==> src/rtl/lcd_pkg.sv <==
// lcd_pkg: definitions shared by the LCD bus reader and the LCD write controller.
//   - FSM state encoding (3-bit codes; also shown on the LED debug port)
//   - default bus timing in clk cycles at 50 MHz
//   - helpers for timer load values and LED codes
package lcd_pkg;

    localparam int LCD_DATA_W = 8;
    localparam int LCD_ADDR_W = 7;
    localparam int LCD_TMR_W  = 16;

    localparam int LCD_SETUP_WAIT_DEF    = 2;
    localparam int LCD_E_HIGH_WAIT_DEF   = 12;
    localparam int LCD_RECOVERY_WAIT_DEF = 50;
    localparam int LCD_POLL_LIMIT_DEF    = 16;

    localparam logic [2:0] ST_INIT    = 3'd0;
    localparam logic [2:0] ST_IDLE    = 3'd1;
    localparam logic [2:0] ST_SETUP   = 3'd2;
    localparam logic [2:0] ST_E_HIGH  = 3'd3;
    localparam logic [2:0] ST_HOLD    = 3'd4;
    localparam logic [2:0] ST_RECOVER = 3'd5;

    // The timer reports done on the last cycle of a state, so a state of N
    // cycles loads N-1. Zero or negative lengths collapse to one cycle.
    function automatic logic [LCD_TMR_W-1:0] tmr_cycles(input int cycles);
        return (cycles < 1) ? '0 : LCD_TMR_W'(cycles - 1);
    endfunction

    // INIT shows all ones so a board held in reset is obvious on the LEDs.
    function automatic logic [7:0] led_code(input logic [2:0] st);
        return (st == ST_INIT) ? 8'hff : {5'b00000, st};
    endfunction

endpackage

==> src/rtl/lcd_bus_reader_if.sv <==
// lcd_bus_reader_if: request/response bundle of the LCD bus reader.
//   master modport: requester side (drives RD_REQ/RD_RS/RD_POLL)
//   slave  modport: lcd_bus_reader side (drives ready/valid/data/status)
interface lcd_bus_reader_if;
    import lcd_pkg::*;

    logic                  RD_REQ;
    logic                  RD_RS;
    logic                  RD_POLL;
    logic                  RD_READY;
    logic                  RD_VALID;
    logic [LCD_DATA_W-1:0] RD_DATA;
    logic                  BUSY_FLAG;
    logic [LCD_ADDR_W-1:0] ADDR;
    logic                  TIMEOUT;

    modport master (
        output RD_REQ, RD_RS, RD_POLL,
        input  RD_READY, RD_VALID, RD_DATA, BUSY_FLAG, ADDR, TIMEOUT
    );

    modport slave (
        input  RD_REQ, RD_RS, RD_POLL,
        output RD_READY, RD_VALID, RD_DATA, BUSY_FLAG, ADDR, TIMEOUT
    );

endinterface

==> src/rtl/lcd_bus_timer.sv <==
// lcd_bus_timer: loadable 16-bit down-counter with a one-cycle done pulse.
//   clk, rst_n : clock, async active-low reset
//   load       : (re)start the count with load_val
//   load_val   : cycles to wait minus one
//   done       : high for one cycle when the count reaches zero
module lcd_bus_timer
    import lcd_pkg::*;
(
    input  logic                 clk,
    input  logic                 rst_n,
    input  logic                 load,
    input  logic [LCD_TMR_W-1:0] load_val,
    output logic                 done
);

    logic [LCD_TMR_W-1:0] cnt_q, cnt_d;
    logic                 run_q, run_d;

    always_comb begin
        cnt_d = cnt_q;
        run_d = run_q;
        if (load) begin
            cnt_d = load_val;
            run_d = 1'b1;
        end else if (run_q) begin
            if (cnt_q == '0) run_d = 1'b0;
            else             cnt_d = cnt_q - 1'b1;
        end
    end

    always_ff @(posedge clk or negedge rst_n) begin
        if (!rst_n) begin
            cnt_q <= '0;
            run_q <= 1'b0;
        end else begin
            cnt_q <= cnt_d;
            run_q <= run_d;
        end
    end

    assign done = run_q && (cnt_q == '0);

endmodule

==> src/rtl/lcd_bus_reader.sv <==
// lcd_bus_reader: HD44780-style LCD read-cycle sequencer.
//   CLK_50MHZ, RESET_N : clock, async active-low reset
//   rd_bus             : request/response bundle (lcd_bus_reader_if.slave)
//   LCD_DB_IN          : LCD data bus, read direction
//   LCD_E/LCD_RS/LCD_RW: LCD strobe, register select, read/write
//   LED                : debug, current state code (8'hff in INIT)
// Build option: define LCD_BUSY_POLL_EN to add busy-flag polling (RD_POLL).
//
// state   | meaning
// INIT    | after reset, one cycle before accepting requests
// IDLE    | RD_READY=1, waiting for RD_REQ
// SETUP   | RS/RW settled, E low (tAS)
// E_HIGH  | E high, data sampled on the last cycle
// HOLD    | E low, RS/RW still held
// RECOVER | bus idle gap before the next access
module lcd_bus_reader
    import lcd_pkg::*;
#(
    parameter int SETUP_WAIT    = LCD_SETUP_WAIT_DEF,
    parameter int E_HIGH_WAIT   = LCD_E_HIGH_WAIT_DEF,
    parameter int RECOVERY_WAIT = LCD_RECOVERY_WAIT_DEF,
    parameter int POLL_LIMIT    = LCD_POLL_LIMIT_DEF
) (
    input  logic                    CLK_50MHZ,
    input  logic                    RESET_N,
    lcd_bus_reader_if.slave         rd_bus,
    input  logic [LCD_DATA_W-1:0]   LCD_DB_IN,
    output logic                    LCD_E,
    output logic                    LCD_RS,
    output logic                    LCD_RW,
    output logic [7:0]              LED
);

    logic [2:0]            state_q, state_d;
    logic                  rs_q, rs_d;
    logic                  valid_q, valid_d;
    logic [LCD_DATA_W-1:0] data_q, data_d;
    logic                  busy_q, busy_d;
    logic [LCD_ADDR_W-1:0] addr_q, addr_d;
    logic                  tmr_load;
    logic [LCD_TMR_W-1:0]  tmr_val;
    logic                  tmr_done;

`ifdef LCD_BUSY_POLL_EN
    logic                 poll_q, poll_d;
    logic [LCD_TMR_W-1:0] poll_cnt_q, poll_cnt_d;
    logic                 timeout_q, timeout_d;
`else
    logic                 unused_poll;
    logic [LCD_TMR_W-1:0] unused_poll_limit;
    assign unused_poll       = rd_bus.RD_POLL;
    assign unused_poll_limit = LCD_TMR_W'(POLL_LIMIT);
`endif

    lcd_bus_timer u_timer (
        .clk      (CLK_50MHZ),
        .rst_n    (RESET_N),
        .load     (tmr_load),
        .load_val (tmr_val),
        .done     (tmr_done)
    );

    always_comb begin
        state_d  = state_q;
        rs_d     = rs_q;
        valid_d  = 1'b0;
        data_d   = data_q;
        busy_d   = busy_q;
        addr_d   = addr_q;
        tmr_load = 1'b0;
        tmr_val  = '0;
`ifdef LCD_BUSY_POLL_EN
        poll_d     = poll_q;
        poll_cnt_d = poll_cnt_q;
        timeout_d  = timeout_q;
`endif
        case (state_q)
            ST_INIT: state_d = ST_IDLE;
            ST_IDLE: begin
                if (rd_bus.RD_REQ) begin
                    state_d  = ST_SETUP;
                    tmr_load = 1'b1;
                    tmr_val  = tmr_cycles(SETUP_WAIT);
`ifdef LCD_BUSY_POLL_EN
                    // Polling only makes sense on the status register.
                    rs_d       = rd_bus.RD_POLL ? 1'b0 : rd_bus.RD_RS;
                    poll_d     = rd_bus.RD_POLL;
                    poll_cnt_d = '0;
                    timeout_d  = 1'b0;
`else
                    rs_d = rd_bus.RD_RS;
`endif
                end
            end
            ST_SETUP: begin
                if (tmr_done) begin
                    state_d  = ST_E_HIGH;
                    tmr_load = 1'b1;
                    tmr_val  = tmr_cycles(E_HIGH_WAIT);
                end
            end
            ST_E_HIGH: begin
                if (tmr_done) begin
                    state_d  = ST_HOLD;
                    tmr_load = 1'b1;
                    tmr_val  = tmr_cycles(1);
                    data_d   = LCD_DB_IN;
                    if (!rs_q) begin
                        busy_d = LCD_DB_IN[7];
                        addr_d = LCD_DB_IN[6:0];
                    end
`ifdef LCD_BUSY_POLL_EN
                    poll_cnt_d = poll_cnt_q + 1'b1;
`endif
                end
            end
            ST_HOLD: begin
                if (tmr_done) begin
                    state_d  = ST_RECOVER;
                    tmr_load = 1'b1;
                    tmr_val  = tmr_cycles(RECOVERY_WAIT);
                end
            end
            ST_RECOVER: begin
                if (tmr_done) begin
`ifdef LCD_BUSY_POLL_EN
                    // busy_q already holds the sample from this access.
                    if (poll_q && busy_q && (poll_cnt_q < LCD_TMR_W'(POLL_LIMIT))) begin
                        state_d  = ST_SETUP;
                        tmr_load = 1'b1;
                        tmr_val  = tmr_cycles(SETUP_WAIT);
                    end else begin
                        state_d   = ST_IDLE;
                        valid_d   = 1'b1;
                        timeout_d = poll_q && busy_q;
                    end
`else
                    state_d = ST_IDLE;
                    valid_d = 1'b1;
`endif
                end
            end
            default: state_d = ST_INIT;
        endcase
    end

    always_ff @(posedge CLK_50MHZ or negedge RESET_N) begin
        if (!RESET_N) begin
            state_q <= ST_INIT;
            rs_q    <= 1'b0;
            valid_q <= 1'b0;
            data_q  <= '0;
            busy_q  <= 1'b1;
            addr_q  <= '0;
`ifdef LCD_BUSY_POLL_EN
            poll_q     <= 1'b0;
            poll_cnt_q <= '0;
            timeout_q  <= 1'b0;
`endif
        end else begin
            state_q <= state_d;
            rs_q    <= rs_d;
            valid_q <= valid_d;
            data_q  <= data_d;
            busy_q  <= busy_d;
            addr_q  <= addr_d;
`ifdef LCD_BUSY_POLL_EN
            poll_q     <= poll_d;
            poll_cnt_q <= poll_cnt_d;
            timeout_q  <= timeout_d;
`endif
        end
    end

    logic in_access;
    assign in_access = (state_q == ST_SETUP) || (state_q == ST_E_HIGH) || (state_q == ST_HOLD);

    assign LCD_RW = in_access;
    assign LCD_RS = in_access && rs_q;
    assign LCD_E  = (state_q == ST_E_HIGH);
    assign LED    = led_code(state_q);

    assign rd_bus.RD_READY  = (state_q == ST_IDLE);
    assign rd_bus.RD_VALID  = valid_q;
    assign rd_bus.RD_DATA   = data_q;
    assign rd_bus.BUSY_FLAG = busy_q;
    assign rd_bus.ADDR      = addr_q;
`ifdef LCD_BUSY_POLL_EN
    assign rd_bus.TIMEOUT = timeout_q;
`else
    assign rd_bus.TIMEOUT = 1'b0;
`endif

endmodule
==> src/flat_wrapper.sv <==
// flat-port wrapper written by rule: the top's interface ports become plain ports
module lcd_bus_reader_flat import lcd_pkg::*;
#(
    parameter int SETUP_WAIT    = LCD_SETUP_WAIT_DEF,
    parameter int E_HIGH_WAIT   = LCD_E_HIGH_WAIT_DEF,
    parameter int RECOVERY_WAIT = LCD_RECOVERY_WAIT_DEF,
    parameter int POLL_LIMIT    = LCD_POLL_LIMIT_DEF
)
  (CLK_50MHZ, RESET_N, LCD_DB_IN, LCD_E, LCD_RS, LCD_RW, LED, rd_bus_RD_REQ, rd_bus_RD_RS, rd_bus_RD_POLL, rd_bus_RD_READY, rd_bus_RD_VALID, rd_bus_RD_DATA, rd_bus_BUSY_FLAG, rd_bus_ADDR, rd_bus_TIMEOUT);
  lcd_bus_reader_if rd_bus_i ();
  input  logic CLK_50MHZ;
  input  logic RESET_N;
  input  logic [LCD_DATA_W-1:0] LCD_DB_IN;
  output logic LCD_E;
  output logic LCD_RS;
  output logic LCD_RW;
  output logic [7:0] LED;
  input wire logic [$bits(rd_bus_i.RD_REQ)-1:0] rd_bus_RD_REQ;
  input wire logic [$bits(rd_bus_i.RD_RS)-1:0] rd_bus_RD_RS;
  input wire logic [$bits(rd_bus_i.RD_POLL)-1:0] rd_bus_RD_POLL;
  output wire logic [$bits(rd_bus_i.RD_READY)-1:0] rd_bus_RD_READY;
  output wire logic [$bits(rd_bus_i.RD_VALID)-1:0] rd_bus_RD_VALID;
  output wire logic [$bits(rd_bus_i.RD_DATA)-1:0] rd_bus_RD_DATA;
  output wire logic [$bits(rd_bus_i.BUSY_FLAG)-1:0] rd_bus_BUSY_FLAG;
  output wire logic [$bits(rd_bus_i.ADDR)-1:0] rd_bus_ADDR;
  output wire logic [$bits(rd_bus_i.TIMEOUT)-1:0] rd_bus_TIMEOUT;
  assign rd_bus_i.RD_REQ = rd_bus_RD_REQ;
  assign rd_bus_i.RD_RS = rd_bus_RD_RS;
  assign rd_bus_i.RD_POLL = rd_bus_RD_POLL;
  assign rd_bus_RD_READY = rd_bus_i.RD_READY;
  assign rd_bus_RD_VALID = rd_bus_i.RD_VALID;
  assign rd_bus_RD_DATA = rd_bus_i.RD_DATA;
  assign rd_bus_BUSY_FLAG = rd_bus_i.BUSY_FLAG;
  assign rd_bus_ADDR = rd_bus_i.ADDR;
  assign rd_bus_TIMEOUT = rd_bus_i.TIMEOUT;
  lcd_bus_reader #(.SETUP_WAIT(SETUP_WAIT), .E_HIGH_WAIT(E_HIGH_WAIT), .RECOVERY_WAIT(RECOVERY_WAIT), .POLL_LIMIT(POLL_LIMIT)) u_core (.CLK_50MHZ(CLK_50MHZ), .RESET_N(RESET_N), .rd_bus(rd_bus_i), .LCD_DB_IN(LCD_DB_IN), .LCD_E(LCD_E), .LCD_RS(LCD_RS), .LCD_RW(LCD_RW), .LED(LED));
endmodule
==> config.mk <==
export PLATFORM = sky130hd
export DESIGN_NAME = lcd_bus_reader_flat
export DESIGN_NICKNAME = d
export VERILOG_FILES = /design/src/rtl/lcd_pkg.sv /design/src/rtl/lcd_bus_reader_if.sv /design/src/rtl/lcd_bus_timer.sv /design/src/rtl/lcd_bus_reader.sv /design/src/flat_wrapper.sv
export SDC_FILE = /design/constraint.sdc
export NUM_CORES = 1
export LEC_CHECK = 0
export CORE_ASPECT_RATIO = 0.5
export CORE_MARGIN = 2
export CORE_UTILIZATION = 45
export CTS_CLUSTER_SIZE = 40
export DETAILED_ROUTE_END_ITERATION = 8
export GPL_ROUTABILITY_DRIVEN = 0
export PLACE_DENSITY = 0.72
export SYNTH_ARGS = -nofsm -noshare
export SYNTH_HDL_FRONTEND = slang
export SYNTH_SLANG_ARGS = --single-unit
==> constraint.sdc <==
create_clock -name CLK_50MHZ -period 2.7 [get_ports CLK_50MHZ]
set_clock_uncertainty 0.05 [all_clocks]
set_input_delay 0.27 -clock CLK_50MHZ [delete_from_list [all_inputs] [get_ports CLK_50MHZ]]
set_output_delay 0.27 -clock CLK_50MHZ [all_outputs]
set_load 0.02 [all_outputs]
# ---- Word-level counts from Yosys, hierarchy flattened
# Cells that the tools add are included.
dict set report op_classes {
  bitwise 1
  muxes 21
  n_addsub 1
  eq_ne 11
  n_reduce_logical 13
}
# cell count
set op_table {}
lappend op_table {{16-bit two-way mux} 3}
lappend op_table {{16-bit one-hot mux with 3 select lines} 1}
lappend op_table {{3-bit one-hot mux with 6 select lines} 1}
lappend op_table {{16-bit logical NOT} 1}
lappend op_table {{16-bit by 1-bit subtractor with 16-bit output (second input constant)} 1}
lappend op_table {{3-bit two-way mux} 5}
lappend op_table {{2-bit by 1-bit inequality test with 1-bit output (second input constant)} 5}
lappend op_table {{8-bit two-way mux} 1}
lappend op_table {{1-bit two-way mux} 7}
lappend op_table {{3-bit by 2-bit equality test with 1-bit output (second input constant)} 2}
lappend op_table {{3-bit equality test (second input constant)} 2}
lappend op_table {{6-bit two-way mux} 1}
lappend op_table {{2-bit AND reduction} 3}
lappend op_table {{5-bit AND reduction} 1}
lappend op_table {{4-bit two-way mux} 1}
lappend op_table {{3-bit by 1-bit equality test with 1-bit output (second input constant)} 1}
lappend op_table {{3-bit logical NOT} 1}
lappend op_table {{3-bit AND reduction} 1}
lappend op_table {{3-bit OR reduction} 1}
lappend op_table {{1-bit logical AND} 2}
lappend op_table {{1-bit logical OR} 2}
lappend op_table {{2-bit inequality test (second input constant)} 1}
lappend op_table {{1-bit one-hot mux with 2 select lines} 1}
lappend op_table {{2-bit nonzero test} 1}
lappend op_table {{1-bit inverter} 1}
dict set report word_totals {
  ff_bits 38
  out_inout_bits 30
  in_bits 13
}

# ---- Logic depth before layout (Yosys ltp)
# Gate-level depths: netlist of the first run.
dict set report logic_depth {
  ltp_word 6
  mapped_depth 8
  mapped_depth_nobuf 7
}

# ---- By module
# From an unflattened synthesis of the first run, not the netlist that was laid out.
dict set report hier_totals {
  cells_unflattened 206
  hier_area_um2 2075.7
}
# module cells_per_inst area_each_um2 instances
set by_module_without_submodules {}
lappend by_module_without_submodules {lcd_bus_timer 123 1078.5 1}
lappend by_module_without_submodules {lcd_bus_reader 83 997.2 1}

# ---- Least setup slack after synthesis of the first run
# OpenSTA, ideal clock, no wires.
dict set report synth_path {
  path_type {reg2reg}
  from {reg u_core.u_timer.cnt_q[0]}
  to {reg u_core.addr_q[0], in the netlist u_core.rd_bus.ADDR[0]}
  synth_period_minus_slack_ns 2.515
  path_stages_with_launch 8
  t_arrival_ns 2.340
  setup_ns 0.125
  path_slack_ns 0.185
  cell_sequence {dfrtp_1 -> inv_1 -> ha_1 -> or4b_1 -> nor4_4 -> nand4_4 -> nor2_8 -> mux2_2}
}
dict set report synth_between {
  elab_chain_cells 3
}
# element line
set synth_lines {}
lappend synth_lines {{start: declaration} lcd_bus_timer.sv:16} ;# logic [LCD_TMR_W-1:0] cnt_q, cnt_d;
lappend synth_lines {{start signal: assignment} lcd_bus_timer.sv:36} ;# cnt_q <= cnt_d;
lappend synth_lines {{16-bit logical NOT} lcd_bus_timer.sv:41} ;# assign done = run_q && (cnt_q == '0);
lappend synth_lines {{1-bit logical AND} lcd_bus_timer.sv:41}
lappend synth_lines {{3-bit AND reduction (no line)} -}
lappend synth_lines {{end signal: assignment} lcd_bus_reader.sv:166} ;# addr_q <= addr_d;
lappend synth_lines {{end: declaration} lcd_bus_reader.sv:39} ;# logic [LCD_ADDR_W-1:0] addr_q, addr_d;
# No other way between the ends.
# A chain may end at the register's enable or synchronous reset.

# ---- Worst setup path in the final report of the first run
# Ends and elaborated chain as after synthesis.

==> results of run 1 <==
cell type report:
type | count | area share [%]
sequential | 38 | 37.09
timing repair buffer | 50 | 18.52
multi-input combinational | 126 | 35.77
inverter | 3 | 0.4386
tap | 54 | 2.632
clock inverter | 2 | 2.339
clock buffer | 6 | 3.216
per-layer routing:
metal,routed length (um),vias to the layer above,share of wire (%)
met2,1964,29,49
met5,0,-,0
met3,144,5,3.6
li1,-,729,-
met1,1879,702,47
met4,39,0,0.97
metrics by stage:
step	power [mW]	std cells	hold WS [ps]	worst slack [ps]
after floorplan	0.6281	181	-75.59	185.0
after global placement	0.6819	271	438.4	155.8
after detailed placement	0.6846	271	442.2	122.7
after CTS	1.280	279	371.8	104.1
after global routing	1.309	279	396.8	25.24
final	1.266	279	354.0	150.9
report_power, final:
group | leakage, nW | internal [mW] | switching (mW)
combinational | 0.563 | 0.0444 | 0.0401
sequential | 0.457 | 0.582 | 0.00605
clock | 0.0714 | 0.394 | 0.200
logic make-up (layout without fill, tap and decap cells):
kind of cell    after synthesis  in the layout  synth area share (%)
compound gates               20             20                 6.833
xor+xnor                     13             13                 5.811
fa+ha+maj                     2              2                 1.277
buf+inv                      17             61                 4.725
flops                        38             38                 48.60
mux                          17             17                 9.770
other cells                   1              1                0.1914
simple gates                 73             73                 22.80
state kept, by name (all words and copies together), names as in the netlist:
name                     count
u_core.state_q               3
u_core.rd_bus.RD_DATA        8
u_core.rs_q                  1
u_core.u_timer.cnt_q        16
u_core.rd_bus.ADDR           7
u_core.rd_bus.RD_VALID       1
u_core.rd_bus.BUSY_FLAG      1
u_core.u_timer.run_q         1
worst paths after layout:
check	to
max in group asynchronous	u_core.rd_bus.BUSY_FLAG$_DFFE_PN1P_
worst max-delay path	u_core.rd_bus.ADDR[0]$_DFFE_PN0P_
worst min-delay path	u_core.u_timer.run_q$_DFF_PN0_
worst max register to register	u_core.rd_bus.ADDR[0]$_DFFE_PN0P_
worst min register to register	u_core.rd_bus.RD_DATA[2]$_DFFE_PN0P_
min in group CLK_50MHZ	u_core.rd_bus.RD_DATA[2]$_DFFE_PN0P_
placed cells by master (no fill, tap or decap), types with 2 or more instances in the layout:
cell / count
inv_1: 3
nor2_1: 17
xnor2_1: 6
buf_4: 10
nor3b_1: 2
nor3_1: 8
a21oi_1: 5
xor2_1: 7
ha_1: 2
clkdlybuf4s50_1: 40
or3_1: 3
mux2_2: 17
o21ai_0: 3
nand4_1: 3
nand4b_1: 3
o21bai_1: 4
nand3_1: 8
dfrtp_1: 37
or4_1: 3
nor4_1: 4
clkbuf_8: 6
nor2b_1: 3
nand2_1: 7
and2_1: 2
bufinv_16: 2
critical path: cells and delay by family (launching register included):
family / cells / cell delay (ps)
muxes: 1 / 360
buffers and inverters: 2 / 300
DFF: 1 / 420
and+or+nand+nor: 4 / 1150
adders and majority gates: 1 / 160
==> summary.md, run 1 <==
| Metric | Value |
|---|---|
| Status | complete, no violations |
| RSZ-0062 raised after global routing | no |
| Vias in the first global route | around 1400 |
| Setup Buffers After CTS | 0 |
| CP Launch Type | flop |
| Initial core utilization | about half |
| Fillers | around 310 |
| Critical Path RT | ~2800 ps |
| Routed Antenna Nets | 0 |
| Setup violations, final | 0 |
| Reg2reg start | u_core.u_timer.cnt_q[0]$_DFFE_PN0P_ |
| Most frequent cells after synthesis | 37 x dfrtp_1, 17 x mux2_2, 17 x nor2_1, 8 x nand3_1, 8 x nor3_1 |
| Cell area after synthesis | around 2000 um^2 |
| Max clock buf depth | 2 |
| Clock transition at path regs | 80 ps |
| First-pass GRT wire length | approximately 7000 um |
| Die outline width | around 97 um |
| CP startpoint | u_core.u_timer.cnt_q[0]$_DFFE_PN0P_ |
| Top Usage Layer GRT | met2 |
| Post-route cell area | around 2600 um^2 |
| Total gr overflow | 0 |
| Clock root buffer | clkbuf_8 |
| Number of flops mapped to enable cells by yosys | 0 |
| Sink Count | 38 |
| Met1 GRT Util | 24.41% |
| Met2 Track Usage GR | 30.32% |
| Slew headroom | between 60 and 70% |
| Fin. max-slew vios | 0 |
| Cts repair resizes | 0 |
| Cell row count | 16 |
| Die H | just over 50 um |
| P per Cell Area | approximately 490 nW/um^2 |
| Sequential cell area | 952.2 um^2 |
| Final Util | a little under two thirds |
| CTS tree | done |
| Nets | ~240 |
| Worst setup EP type | flop |
| Skew-Pair Late Insertion Delay | ~290 ps |
| Fraction of registers with async set/reset | between 90% and 100% |
| Number of antenna violations at the first check in global routing | 0 |
| Pleak | 1.091 nW |
| CTS H-tree depth | 2 |
| Final min period | approximately 2500 ps |
| Post-synthesis cell count | around 180 |
| Max Cap Viol | 0 |
| WS Path Type | flop to flop |
| F_max | approximately 400 MHz |
| Vias/cell | between 5 and 6 |
| Post-Route Setup TNS | 0 ps |
| VDD IR max | between 0.0003 and 0.0004 V |
| Largest net degree at the start of global routing | 39 |
| Area Overhead vs Synth | 31.03% |
| Warnings, synthesis | 0 |
| Tot GR Track Use | roughly 18% |
| Synth Flop Type | dfrtp_1 |
| Hold Buf Count CTS | 0 |
| Antenna diode instance count | 0 |
| Hold Path Class | input pin to asynchronous set/reset pin |
| Most frequent cell after synthesis | dfrtp_1 |
| Synth Net Count | about 200 |
| Seq/Total Area, Yosys | between 40 and 50% |
| Final Cycle Share | a little over nine tenths |
| R2R cell count | 8 |
| Critical path arrival | between 2000 and 3000 ps |
| Reg2Reg Setup Slack | around 150 ps |
| CP Max Fanout | 9 |
| Remaining DRCs | 0 |
| DP Area | between 2000 and 2500 um^2 |
| IO Port Bufs | 40 |
| Max incr delay on CP | 560 ps |
| First drt pass iteration count | 4 |
| Area share of the largest cell type after synthesis | a little under half |
| Via count | 1465 |
| Unique masters post-synth | 44 |
| Worst-Margin Slew | a little over 500 ps |
| Fraction of layout cells with a size suffix above 1 | between 10% and 20% |
| CTS buffer count | 5 |
| Final hold violations | 0 |
| Synthesized area per cell | between 10 and 15 um^2 |
| CORE AREA | between 4000 and 5000 um^2 |
| #FFs+latches synth | 38 |
| Slowest stage cell on the critical path | or4b_1 |
| Area of the multi-input gates | 918.4 um^2 |
| Synth top area cells | dfrtp_1 47%, mux2_2 9.8%, nor2_1 3.3%, xor2_1 3.1%, xnor2_1 2.7% |
| Iter 0 DRT Violations | 88 |
| I/O pins | 43 |
| Routed len/inst | 14.43 um |
| Met3 usage | 3.760% |
| Detailed Route WL | just over 4000 um |
| DP Wirelength | about 2900 um |
| Critical path cell sequence | inv_1 -> ha_1 -> or4b_1 -> nor4_4 -> buf_4 -> nand4_4 -> nor2_8 -> mux2_2 |
| Yosys top cell by area | dfrtp_1 |
| Die area | a little under 5000 um^2 |
Note: power is estimated with default switching activity, not from simulation.
==> inputs of run 2 (changes only) <==
--- a/config.mk
+++ b/config.mk
@@ -11,7 +11,7 @@
 export CTS_CLUSTER_SIZE = 40
 export DETAILED_ROUTE_END_ITERATION = 8
 export GPL_ROUTABILITY_DRIVEN = 0
-export PLACE_DENSITY = 0.72
+export PLACE_DENSITY = 0.75
 export SYNTH_ARGS = -nofsm -noshare
 export SYNTH_HDL_FRONTEND = slang
 export SYNTH_SLANG_ARGS = --single-unit
==> run 2 against run 1 <==
  * Non-clock buffer count is the same
  * Power hardly changed
  * Die area is the same
  * Clock power hardly changed
  * First-iteration DRC count fell by 15%
  * Final cell count stayed put
  * Combinational power down 1%
  * Wire length shrank 2.0%
==> summary.md, run 2 (synthesis gave the netlist of run 1 again) <==
| Metric | Value |
|---|---|
| Status | complete, no violations |
| Slowest stage cell on the critical path | clkdlybuf4s50_1 |
| Max clock buf depth | 2 (unchanged) |
| Critical path arrival | 2170 ps (-500 ps) |
| Cell total after placement | 271 (unchanged) |
| Cts repair resizes | 0 (unchanged) |
| Worst setup EP type | output pin |
| F_max | 401.5 MHz (+2.4%) |
| Setup violations, final | 0 (unchanged) |
| Cell row count | 16 (unchanged) |
| Clock root buffer | clkbuf_8 |
| CTS buffer count | 5 (unchanged) |
| Final hold violations | 0 (unchanged) |
| Initial core utilization | 48.45% (unchanged) |
| Total gr overflow | 0 (unchanged) |
| DP Area | 2421 um^2 (unchanged) |
| VDD IR max | 0.0002482 V (-31%) |
| Final min period | 2490 ps (-58.67 ps) |
| Largest register FFs | 16 (unchanged) |
| Nets | 239 (unchanged) |
| Die area | 4930 um^2 (unchanged) |
| Critical Path RT | 2380 ps (-440 ps) |
| CTS H-tree depth | 2 (unchanged) |
| CP Launch Type | flop |
| Routed len/inst | 14.14 um (-2.0%) |
| Max incr delay on CP | 590 ps (+30 ps) |
| Tot GR Track Use | 17.27% (-0.94 points) |
| Fraction of layout cells with a size suffix above 1 | 18.67% (unchanged) |
| Final Util | 63.49% (unchanged) |
| Remaining DRCs | 0 (unchanged) |
| Critical path cell sequence | nor3b_1 -> or2_2 -> and2_1 -> clkdlybuf4s50_1 |
| Final hold slack | 356.0 ps (+2.043 ps) |
| Biggest register | u_core.u_timer.cnt_q |
| Vias in the first global route | 1402 (-2.8%) |
| First-pass GRT wire length | 6789 um (-3.3%) |
| Most common cell after layout, fill and taps aside | clkdlybuf4s50_1 |
| Vias/cell | 5.308 (+1.1%) |
| Number of antenna violations at the first check in global routing | 0 (unchanged) |
| Largest net degree at the start of global routing | 39 (unchanged) |
| Antenna diode instance count | 0 (unchanged) |
| Post-Route Setup TNS | 0 ps (unchanged) |
| Die outline width | 97.32 um (unchanged) |
| Final Cycle Share | 92.24% (-2.2 points) |
| Via count | 1481 (+1.1%) |
| Pleak | 1.093 nW (+0.12%) |
| Skew-Pair Late Insertion Delay | 290 ps (about the same) |
| Non-filler instance count after layout | 279 (unchanged) |
| Routed Antenna Nets | 0 (unchanged) |
| IO Port Bufs | 40 (unchanged) |
| CORE AREA | 4044 um^2 (unchanged) |
| Fin. max-slew vios | 0 (unchanged) |
| CTS tree | done |
| Most frequent cells in the layout | 40 x clkdlybuf4s50_1, 37 x dfrtp_1, 17 x nor2_1, 17 x mux2_2, 10 x buf_4 |
| RSZ-0062 raised after global routing | no |
| Sink Count | 38 (unchanged) |
| Die H | 50.66 um (unchanged) |
| WS Path Type | flop to output pin |
| Hold Path Class | input pin to asynchronous set/reset pin |
| Post-route cell area | 2567 um^2 (unchanged) |
| Hold Buf Count CTS | 0 (unchanged) |
| I/O pins | 43 (unchanged) |
| CP Max Fanout | 13 (+4) |
| First drt pass iteration count | 4 (unchanged) |
| Clock transition at path regs | 80 ps (about the same) |
| Setup Buffers After CTS | 0 (unchanged) |
| DP Wirelength | 2748 um (-6.0%) |
| Iter 0 DRT Violations | 75 (-15%) |
| Max Cap Viol | 0 (unchanged) |
| Detailed Route WL | 3945 um (-2.0%) |
| P per Cell Area | 492.9 nW/um^2 (about the same) |
| Area Overhead vs Synth | 31.03% (unchanged) |
run 2: area by class of cell:
| cell class | instances | area (um^2) |
|---|---|---|
| multi-input combinational | 126 | 918.4 |
| tap | 54 | 67.56 |
| fill | 321 | 1476 |
| timing repair buffer | 50 | 475.5 |
| clock buffer | 6 | 82.58 |
| clock inverter | 2 | 60.06 |
| inverter | 3 | 11.26 |
| sequential | 38 | 952.2 |
run 2: routing by layer:
layer,part of all wire [%],routed length (um),track usage [%],up-vias
met5,0,0,0,-
met3,2.9,113,5.014,2
li1,-,-,-,731
met1,47,1848,22.26,725
met2,50,1969,29.63,23
met4,0.33,13,3.472,0
run 2: final timing paths:
kind / startpoint / end / slack (ps) / cells after the start
worst min-delay path: RESET_N / u_core.rd_bus.RD_DATA[1]$_DFFE_PN0P_ / 360 / 2
max in group asynchronous: RESET_N / u_core.rd_bus.BUSY_FLAG$_DFFE_PN1P_ / 1900 / 2
min in group CLK_50MHZ: u_core.rd_bus.ADDR[1]$_DFFE_PN0P_ / u_core.rd_bus.ADDR[1]$_DFFE_PN0P_ / 460 / 1
worst max register to register: u_core.u_timer.cnt_q[0]$_DFFE_PN0P_ / u_core.rd_bus.ADDR[2]$_DFFE_PN0P_ / 260 / 7
worst max-delay path: u_core.state_q[2]$_DFFE_PN0P_ / LCD_RS / 210 / 4
worst min register to register: u_core.rd_bus.ADDR[1]$_DFFE_PN0P_ / u_core.rd_bus.ADDR[1]$_DFFE_PN0P_ / 460 / 1
run 2: critical path: cells and delay by family (launching register included):
kind,cells,cell delay [ps]
flip-flops,1,580
buffers and inverters,1,590
AND/OR/NAND/NOR,3,710
run 2: stage by stage:
step | total power [mW] | setup WS, ps
final | 1.266 | 209.5
after global routing | 1.315 | 58.20
after CTS | 1.275 | 101.3
after detailed placement | 0.6837 | 121.8
after global placement | 0.6818 | 182.2
after floorplan | 0.6281 | 185.0
run 2: where the power goes:
part	switching (mW)	internal, mW
clock network	0.200	0.394
registers	0.00586	0.581
logic	0.0392	0.0444
total	0.246	1.02
==> RTL change 1: new RTL, flow settings as in run 1 <==
Take the reset off `addr_q` and load it in a clocked block of its own.
--- a/src/rtl/lcd_bus_reader.sv
+++ b/src/rtl/lcd_bus_reader.sv
@@ -151,7 +151,6 @@
             valid_q <= 1'b0;
             data_q  <= '0;
             busy_q  <= 1'b1;
-            addr_q  <= '0;
 `ifdef LCD_BUSY_POLL_EN
             poll_q     <= 1'b0;
             poll_cnt_q <= '0;
@@ -163,13 +162,16 @@
             valid_q <= valid_d;
             data_q  <= data_d;
             busy_q  <= busy_d;
-            addr_q  <= addr_d;
 `ifdef LCD_BUSY_POLL_EN
             poll_q     <= poll_d;
             poll_cnt_q <= poll_cnt_d;
             timeout_q  <= timeout_d;
 `endif
         end
+    end
+
+    always_ff @(posedge CLK_50MHZ) begin
+        addr_q <= addr_d;
     end
 
     logic in_access;
Check against the original RTL: same outputs for any inputs over 10 cycles, from zero or initial values and one cycle with RESET_N low; that may be too few to reach the edited logic, so the function may still have changed.
==> RTL change 1 against run 1 <==
- via count fell by 8.0%
- synthesized cell count fell by 7.2%
- setup slack improved by 210 ps
- maximum frequency rose by 8.9%
- sequential cell count did not move
- global-route usage fell by 0.95 points
- die area fell by 4.2%
- routed wire length fell by 8.4%
- cell area fell by 5.1%
- synthesized area fell by 4.5%
- critical path type is now reg2out
- critical endpoint is now LCD_RS
Power is not compared: it rests on default switching activity, and its combinational part moved more than twofold at a synthesized area within 25%.
==> RTL change 1: results (changes against run 1) <==
Inst Count DP 253 (-6.6%); vias per cell 5.16 (-1.6%); Post-synth top cells 30 x dfrtp_1, 23 x nor2_1, 10 x mux2_2, 10 x xnor2_1; Buffers on Ports 40 (unchanged); Post-DP Area 0.00229 sq mm (-5.2%); slowest cell delay on critical path 600 ps (+40 ps); initial antenna violation count 0 (unchanged); pin count of the biggest net entering global routing 32 (-18%); HP Class in2async; r2r setup slk 400 ps (+250 ps); Fillers 341 (+8.6%); sequential share of the synthesized area 52.7% (+4.1 points); global-route usage over all layers 17.3% (-0.95 points); vias in the first global route 1400 (-3.0%); Yosys cell types 43 (-2.3%); antenna diode count 0 (unchanged); met2 usage 29.7% (-0.63 points); syn nets 183 (-6.6%); top cells by area, synth dfrtp_1 40%, edfxtp_1 11%, mux2_2 6.0%; worst r2r src u_core.u_timer.cnt_q[0]; DP Worst Slack 422 ps (+300 ps); drt wl/cell 14.1 um (-2.1%); status completed; reg2reg end u_core.u_timer.cnt_q[1]; EDFF count, synth 7 (+7); CP max stage cell clkdlybuf4s50_1; first-pass GRT wire length 6280 um (-11%); Slew @ Worst Pin 546 ps (+39.4 ps); cell count after synthesis 168 (-7.2%); final instance area 0.00244 sq mm (-5.1%); met3 GRT Util 4.28% (+0.52 points); count of warnings emitted by yosys 0 (unchanged); hold slack 311 ps (-43.1 ps); Routed WL 3690 um (-8.4%); worst-path maximum fanout 11 (+2); Post-synth ARST share 81.6% (-18 points); dpl hpwl 2700 um (-7.6%); Layout Nets 221 (-7.5%); First DRT Iteration DRCs 71 (-19%); met1 Use GR 21.8% (-2.6 points); CP delay by family, top buffers and inverters; r2r worst-path depth 7 (-1); Largest register FFs 16 (unchanged); share of cells above drive strength 1 14.0% (-4.7 points); Worst EP arrival 2020 ps (-650 ps)
RTL change 1: logic make-up (layout without fill, tap and decap cells):
family / after synthesis / after routing / share of synthesized area [%]
XOR/XNOR: 12 / 12 / 5.61
AND/OR/NAND/NOR: 74 / 74 / 24.1
multiplexers: 12 / 12 / 7.15
flip-flops: 38 / 38 / 52.7
buffers and inverters: 14 / 53 / 4.01
adder cells (fa/ha/maj): 2 / 2 / 1.34
AO/OA/AOI/OAI: 15 / 15 / 4.81
other: 1 / 1 / 0.200
RTL change 1: how the worst max path moves through the flow:
| stage | start | to | slack (ps) | cells past startpoint |
|---|---|---|---|---|
| after global routing | u_core.u_timer.cnt_q[0] | u_core.u_timer.cnt_q[1] | 240 | 7 |
| after global placement | u_core.u_timer.cnt_q[0] | u_core.u_timer.cnt_q[3] | 440 | 7 |
| final | u_core.state_q[1] | LCD_RS | 360 | 4 |
| after floorplan | u_core.u_timer.cnt_q[0] | u_core.rd_bus.BUSY_FLAG | 380 | 7 |
| after CTS | u_core.state_q[1] | LCD_RS | 360 | 4 |
| after detailed placement | u_core.u_timer.cnt_q[0] | u_core.u_timer.cnt_q[3] | 420 | 7 |
RTL change 1: layer usage:
metal,share of wire [%],up-vias,wire (um)
met1,48,645,1780
li1,-,667,-
met2,46,36,1710
met3,5.4,0,201
met5,0,-,0
met4,0,0,0
RTL change 1: worst reg2reg max path, stage by stage, from the launching register on:
cell and delay, ps:
dfrtp_1 410, inv_1 100, ha_1 180, nor4b_1 450, nand4_1 320, nand2_1 250
mux2_2 360, o21ai_0 130
RTL change 1: area by class of cell:
class,count,share of cell area [%]
Multi-Input combinational cell,116,33.2
Sequential cell,38,40.5
Tap cell,54,2.77
Clock buffer,6,3.39
Timing Repair Buffer,43,17.4
Clock inverter,2,2.46
Inverter,2,0.308
RTL change 1: power breakdown:
group,switching [mW],internal (mW)
logic,0.594,0.574
registers,0.232,0.786
clock network,0.196,0.394
total,1.02,1.75
==> RTL change 2: new RTL, config.mk and constraints of run 1 <==
Made on the original files. The option `LCD_BUSY_POLL_EN` is turned on by a define.
--- a/src/rtl/lcd_bus_reader.sv
+++ b/src/rtl/lcd_bus_reader.sv
@@ -13,6 +13,8 @@
 // E_HIGH  | E high, data sampled on the last cycle
 // HOLD    | E low, RS/RW still held
 // RECOVER | bus idle gap before the next access
+`define LCD_BUSY_POLL_EN
+
 module lcd_bus_reader
     import lcd_pkg::*;
 #(
Function: changed (a bounded check fails within 4 cycles, from zero or initial values and one cycle with RESET_N low).
==> RTL change 2 against run 1 <==
- worst hold slack improved by 76 ps
- sequential cell count increased by 18
- setup slack lost 36 ps
- cell area rose by 40%
- synthesized area up 49%
- routed wire length increased by 56%
- total power rose by 24%
- largest power group is now registers
==> RTL change 2: results (changes against run 1) <==
Layout Nets 339 (+42%); Post-CTS Setup Bufs 0 (unchanged); total CTS buffers 5 (unchanged); Yosys cell types 54 (+23%); antenna diode count 0 (unchanged); met2 usage 34.6% (+4.2 points); CP delay by family, top simple AND/OR/NAND/NOR gates; global-route usage over all layers 19.3% (+1.1 points); Top Metal Used met4; DRT met1 WL 2830 um (+51%); initial antenna violation count 0 (unchanged); sequential share of the synthesized area 48.1% (-0.50 points); dpl hpwl 4490 um (+54%); CTS max path bufs 2 (unchanged); CTS root buffer clkbuf_16; Synth Area in XOR/XNOR 4.50% (-1.3 points); Routed WL 6270 um (+56%); slowest cell delay on critical path 520 ps (-40 ps); met3 WL 143 um (-0.69%); post-synthesis compound-gate area fraction 10.7% (+3.8 points); status completed; syn nets 297 (+52%); Fillers 536 (+71%); worst-path maximum fanout 4 (-5); H-tree depth 2 (unchanged); first-pass GRT wire length 10900 um (+55%); Worst EP arrival 2700 ps (+30 ps); Post-synth top cells 55 x dfrtp_1, 19 x nor2_1, 17 x mux2_2, 17 x o21ai_0, 15 x nand3_1; Vias 2287 (+56%); vias in the first global route 2246 (+56%); count of warnings emitted by yosys 0 (unchanged); Post-synth ARST share 100% (unchanged); met1 Use GR 24.1% (-0.26 points); First DRT Iteration DRCs 137 (+56%); CP max stage cell or4_4; top cells by area, synth dfrtp_1 47%, mux2_2 6.6%, xor2_1 3.6%; Slew @ Worst Pin 713 ps (+207 ps); Peak VDD IR 0.235 mV (-35%); WL met2 3190 um (+62%); post-synthesis mux area share 6.91% (-2.9 points); Pleak 1.38 nW (+26%); pin count of the biggest net entering global routing 25 (-36%); Buffers on Ports 42 (+5.0%); share of cells above drive strength 1 16.7% (-2.0 points); met3 GRT Util 4.23% (+0.47 points); Synth Area in Adders 1.29% (+0.0099 points)
-- RTL change 2: cell count changes after synthesis, sizes merged, moves of 7 or more --
cell / delta
nand3: +8
nand4: +8
dfrtp: +18
nand2: +7
o21ai: +14
or3: +8
a21oi: +8
-- RTL change 2: timing repair --
| item | 4_1_cts | 5_1_grt |
|---|---|---|
| hold endpoints to repair | 21 | 0 |
| hold buffers | 1 | 0 |
| gates resized for setup | 0 | 2 |
| endpoints found under the setup margin | 0 | 4 |
-- RTL change 2: final timing paths --
kind / start / to / slack, ps / cells past startpoint
max reg2reg: u_core.u_timer.cnt_q[0] / u_core.u_timer.cnt_q[3] / 120 / 7
min in group CLK_50MHZ: u_core.poll_q / u_core.poll_q / 440 / 2
max: u_core.u_timer.cnt_q[0] / u_core.u_timer.cnt_q[3] / 120 / 7
min: RESET_N / u_core.rd_bus.RD_DATA[6] / 430 / 2
max in group asynchronous: RESET_N / u_core.u_timer.cnt_q[2] / 1470 / 3
min reg2reg: u_core.poll_q / u_core.poll_q / 440 / 2
-- RTL change 2: final cells by class --
type                    instances  area, sq um  share of cell area [%]
multi-input cells             202         1410                    39.2
flip-flops and latches         56         1400                    39.0
repair buffers                 53          513                    14.2
clock buffers                   6          129                    3.58
well taps                      88          110                    3.06
inverters                       5         18.8                   0.521
clock inverters                 2         16.3                   0.452
-- RTL change 2: metrics by stage --
step	worst slack [ps]	hold WS (ps)	instance area, sq um	util [%]	cells
floorplan	290	-75.6	2920	-	281
global placement	163	215	3430	55.8	403
detailed placement	94.8	225	3430	55.8	403
CTS	74.0	438	3590	58.3	412
global route	29.8	471	3600	58.5	412
finish	115	430	3600	58.5	412
-- RTL change 2: report_power, final --
part	switching (mW)	internal, mW
logic	0.0326	0.0320
registers	0.00316	0.844
clock network	0.306	0.347
total	0.342	1.22
